$ cat src/rtl/pc_sequencer.sv
// Registered program counter for the MIPS core: sequential flow, BEQ/BNE, J/JAL/JR,
// stall, and an optional single-instruction branch delay slot.
//
// state   | meaning
// --------+---------------------------------------------------------------
// IDLE    | normal flow; a taken transfer either redirects or (delay slot) arms PENDING
// PENDING | delay-slot instruction is executing; next commit loads pend_tgt
module pc_sequencer #(
    parameter int          ADDR_W     = 32,
    parameter int          IM_AW      = 10,
    parameter logic [31:0] RESET_PC   = 32'h0000_3000,
    parameter int          DELAY_SLOT = 0
) (
    input  logic              clk,
    input  logic              rst,
    input  logic              stall,
    input  logic [2:0]        npc_op,
    input  logic              alu_zero,
    input  logic [15:0]       imm16,
    input  logic [25:0]       imm26,
    input  logic [ADDR_W-1:0] rs_data,
    output logic [ADDR_W-1:0] pc,
    output logic [IM_AW-1:0]  im_addr,
    output logic [ADDR_W-1:0] pc_plus4,
    output logic [ADDR_W-1:0] link_addr,
    output logic              redirect,
    output logic              addr_err
);

    typedef enum logic {
        IDLE    = 1'b0,
        PENDING = 1'b1
    } state_t;

    localparam logic [2:0] OP_SEQ = 3'b000;
    localparam logic [2:0] OP_BEQ = 3'b001;
    localparam logic [2:0] OP_BNE = 3'b010;
    localparam logic [2:0] OP_J   = 3'b011;
    localparam logic [2:0] OP_JAL = 3'b100;
    localparam logic [2:0] OP_JR  = 3'b101;

    localparam logic [ADDR_W-1:0] PC_RST     = RESET_PC[ADDR_W-1:0];
    localparam logic [31:0]       HI_MASK32  = 32'hF000_0000;
    localparam logic [ADDR_W-1:0] HI_MASK    = HI_MASK32[ADDR_W-1:0];

    state_t            state, state_nxt;
    logic [ADDR_W-1:0] pc_nxt;
    logic [ADDR_W-1:0] pend_tgt, pend_tgt_nxt;
    logic              redirect_nxt, addr_err_nxt;

    logic [ADDR_W-1:0] br_off, br_tgt, j_tgt, jr_tgt, target;
    logic [27:0]       j_low;
    logic              taken, is_jr;

    assign pc_plus4  = pc + ADDR_W'(4);
    assign im_addr   = pc[IM_AW+1:2];
    assign link_addr = (DELAY_SLOT != 0) ? pc + ADDR_W'(8) : pc_plus4;

    // Offset is a signed word count; sign-extend after the <<2 so wrap is mod 2^ADDR_W.
    assign br_off = ADDR_W'($signed({imm16, 2'b00}));
    assign br_tgt = pc_plus4 + br_off;
    assign j_low  = {imm26, 2'b00};
    assign j_tgt  = (pc_plus4 & HI_MASK) | ADDR_W'(j_low);
    assign jr_tgt = rs_data & ~ADDR_W'(3);

    always_comb begin
        taken  = 1'b0;
        is_jr  = 1'b0;
        target = pc_plus4;
        case (npc_op)
            OP_BEQ: begin
                taken  = alu_zero;
                target = br_tgt;
            end
            OP_BNE: begin
                taken  = ~alu_zero;
                target = br_tgt;
            end
            OP_J, OP_JAL: begin
                taken  = 1'b1;
                target = j_tgt;
            end
            OP_JR: begin
                taken  = 1'b1;
                is_jr  = 1'b1;
                target = jr_tgt;
            end
            default: begin
                taken  = 1'b0;
                target = pc_plus4;
            end
        endcase
    end

    always_comb begin
        pc_nxt       = pc;
        state_nxt    = state;
        pend_tgt_nxt = pend_tgt;
        redirect_nxt = 1'b0;
        addr_err_nxt = 1'b0;
        if (!stall) begin
            if (state == PENDING) begin
                // Delay-slot op is deliberately ignored: no nested transfers.
                pc_nxt       = pend_tgt;
                state_nxt    = IDLE;
                redirect_nxt = 1'b1;
            end else begin
                addr_err_nxt = is_jr && (rs_data[1:0] != 2'b00);
                if (taken) begin
                    if (DELAY_SLOT != 0) begin
                        pend_tgt_nxt = target;
                        pc_nxt       = pc_plus4;
                        state_nxt    = PENDING;
                    end else begin
                        pc_nxt       = target;
                        redirect_nxt = 1'b1;
                    end
                end else begin
                    pc_nxt = pc_plus4;
                end
            end
        end
    end

    always_ff @(posedge clk or posedge rst) begin
        if (rst) begin
            pc       <= PC_RST;
            state    <= IDLE;
            pend_tgt <= '0;
            redirect <= 1'b0;
            addr_err <= 1'b0;
        end else begin
            pc       <= pc_nxt;
            state    <= state_nxt;
            pend_tgt <= pend_tgt_nxt;
            redirect <= redirect_nxt;
            addr_err <= addr_err_nxt;
        end
    end

endmodule

$ cat config.mk
export PLATFORM = sky130hd
export DESIGN_NAME = pc_sequencer
export DESIGN_NICKNAME = d
export VERILOG_FILES = /design/src/rtl/pc_sequencer.sv
export SDC_FILE = /design/constraint.sdc
export NUM_CORES = 1
export LEC_CHECK = 0
export CORE_MARGIN = 3
export CORE_UTILIZATION = 45
export CTS_CLUSTER_DIAMETER = 40
export DETAILED_ROUTE_END_ITERATION = 10
export PLACE_DENSITY = 0.81
export SLEW_MARGIN = 20
export SYNTH_ARGS = -nofsm -noshare
export SYNTH_HDL_FRONTEND = slang
export SYNTH_SLANG_ARGS = --single-unit
$ cat constraint.sdc
create_clock -name clk -period 4.4 [get_ports clk]
set_clock_uncertainty 0.15 [all_clocks]
set_input_delay 0.88 -clock clk [delete_from_list [all_inputs] [get_ports clk]]
set_output_delay 0.88 -clock clk [all_outputs]
set_load 0.05 [all_outputs]
==> reports/metrics.cfg <==
[yosys]
synth-edff-count=0
synth_top_area_share_pct=15.9
synth_flop_cell=dfrtp_1
netlist-cell-type-count=62
synth_top_family_by_area=compound AO/OA/AOI/OAI gates
netlist_area_sq_um=4730
synth_top_cell_by_area=dfrtp_1
synth-compound-area-share_pct=30.8
syn_inst=639
syn_avg_cell_area_sq_um=7.41
yosys_warnings=0
synth_mux_area_share_pct=0.661
synthTopCellsByArea=dfrtp_1, ha_1, buf_4, a21oi_1, xnor2_1
synth-xor-area-share_pct=9.23
async_reset_ff_share_pct=100
ys_ff_latch=32
seq_area_frac_synth_pct=17.0
synth_fa_ha_area_share_pct=9.41
synth_common_cells=a21oi_1, nor2_1, nand2_1
synthMostInstantiatedCell=a21oi_1
yosys.area_share.simple_pct=21.4

[worst_setup_path]
startpoint=pc[12]
reg2reg_from=pc[12]
worstPathRequired_ps=3370
cp-start-kind=register
regToRegSetupSlack_ps=160
path_class=reg2out
cp_data_arrival_time_ps=3220
crit_fanout=6
endpoint_kind=output pin

[power]
p_leak_uw=0.00281
finalPower_uw=3470
p_per_area_nw_per_um2=513
peakVddDrop_uv=374

[clocking]
htreeDepth=2
clk_pin_slew_ps=80
insertion_delay_ps=290
clock-sinks=32
cts_buffers=5
cts-hold-fix-buffers=0
post_cts_buffers=0
cts_tree=done
cts_root_buf=clkbuf_8
cts.path.max_buffers=2

[grt]
grt_antenna_before_repair=0
overflow=0
grt_first_pass_wirelength_mm=27.8
grt_max_degree=46
grt_pass1_vias=5426
grt_use_total_pct=29.6

[floorplanning]
fp.dieH_um=109
die_x_um=109
row_count=36
pin_count=189
initial_core_util_pct=47.3
core_area_sq_um=10000
dieArea_sq_um=11800

[timing]
hold_viol=0
setup_ws_ps=148
worstMarginPinSlew_ps=1010
fin_crit_ps=4250
fmax_mhz=235
drv_slew=0
rsz0062_at_grt=no
fin_crit_sh_pct=96.6
max-slew-margin-rel_pct=32.3
finalSetupViolCount=0

[place]
dp_slack_ps=145
port_buffers=182
dp_hpwl_mm=13.5
place_inst=904
globalplace.congestion=0.956

[detailed_routing]
drtPass1Iterations=6
wl_mm=17.7
avgRoutedWirePerCell_um=19.4
antenna_left=0
viasPerCell=6.07
drc=0
via_count=5537
dr.first_iter.drc_count=413

[final_layout]
fin_cells=912
drive_above_1_share_pct=10.8
fin_util_pct=67.6
antenna_cells=0
nets=894
syn_to_final_growth_pct=42.8

[flow_run]
cap_violations=0

[worst_hold_path]
hold_class=reg2reg
min_from=pc[3]

[outcome]
run_status=finished clean

-- critical path, stage by stage (launching register included) --
cell and delay, ps:
dfstp_2 530, and4_1 250, nand4_1 250, or2_1 420
buf_4 210, nor2_1 150, xnor2_1 240, clkdlybuf4s50_1 890
-- flip-flops by register name, indices dropped and copies added (netlist names) --
register and cells:
pc 30, addr_err 1, redirect 1
-- logic make-up (layout without fill, tap and decap cells) --
| logic type | count (synthesis) | after routing |
|---|---|---|
| AOI/OAI and AO/OA | 224 | 224 |
| xor gates and xnor gates | 49 | 49 |
| adders and majority gates | 35 | 35 |
| buffers and inverters | 95 | 230 |
| DFF | 32 | 32 |
| muxes | 3 | 3 |
| other | 1 | 6 |
| and+or+nand+nor | 200 | 200 |
-- layout by cell type (no fill, tap or decap), drive strengths merged, types with 14 or more instances in the layout --
cell type / n
o21ai: 44
clkdlybuf4s50: 169
buf: 34
nand3: 18
xor2: 17
nor3: 18
a21oi: 66
a221oi: 18
dfrtp: 30
ha: 34
xnor2: 32
inv: 14
nand2: 50
nor2: 51
a21o: 23
-- worst paths after layout --
path	cells after the start	end
min reg2reg	2	pc[3]
min	2	pc[3]
min in group asynchronous	3	pc[9]
max in group asynchronous	3	pc[12]
max reg2reg	16	pc[30]
max	7	pc_plus4[25]
-- where the power goes --
part           internal, uW  switching, uW
clock network           111            121
registers               366            127
logic                   986           1760
total                  1460           2000
-- area by class of cell --
cell class	count	area [sq um]
clock inverters	1	5.00
well taps	133	166
fillers	905	3240
inverters	14	52.6
multi-input cells	517	3650
clock buffers	7	76.3
repair buffers	208	2000
flip-flops and latches	32	808
-- timing repair --
item	CTS	global route
setup endpoints to repair	1	17
pin swaps	0	1
resized for setup	1	14
-- per-layer routing --
layer,routed length (um),vias up,part of all wire [%],global-route usage [%]
li1,-,2592,-,-
met1,7320,2620,41,38.8
met2,8420,291,48,50.2
met3,1600,34,9.0,4.72
met4,394,0,2.2,8.48
met5,0,-,0,0
-- metrics by stage --
step / area (sq um) / setup TNS [ps] / hold WS, ps
after floorplan: 4940 / -63.1 / 482
after global placement: 6630 / 0 / 394
after detailed placement: 6630 / 0 / 410
after CTS: 6710 / 0 / 431
after global routing: 6760 / 0 / 463
final: 6760 / 0 / 425
(Power assumes the default switching activity.)
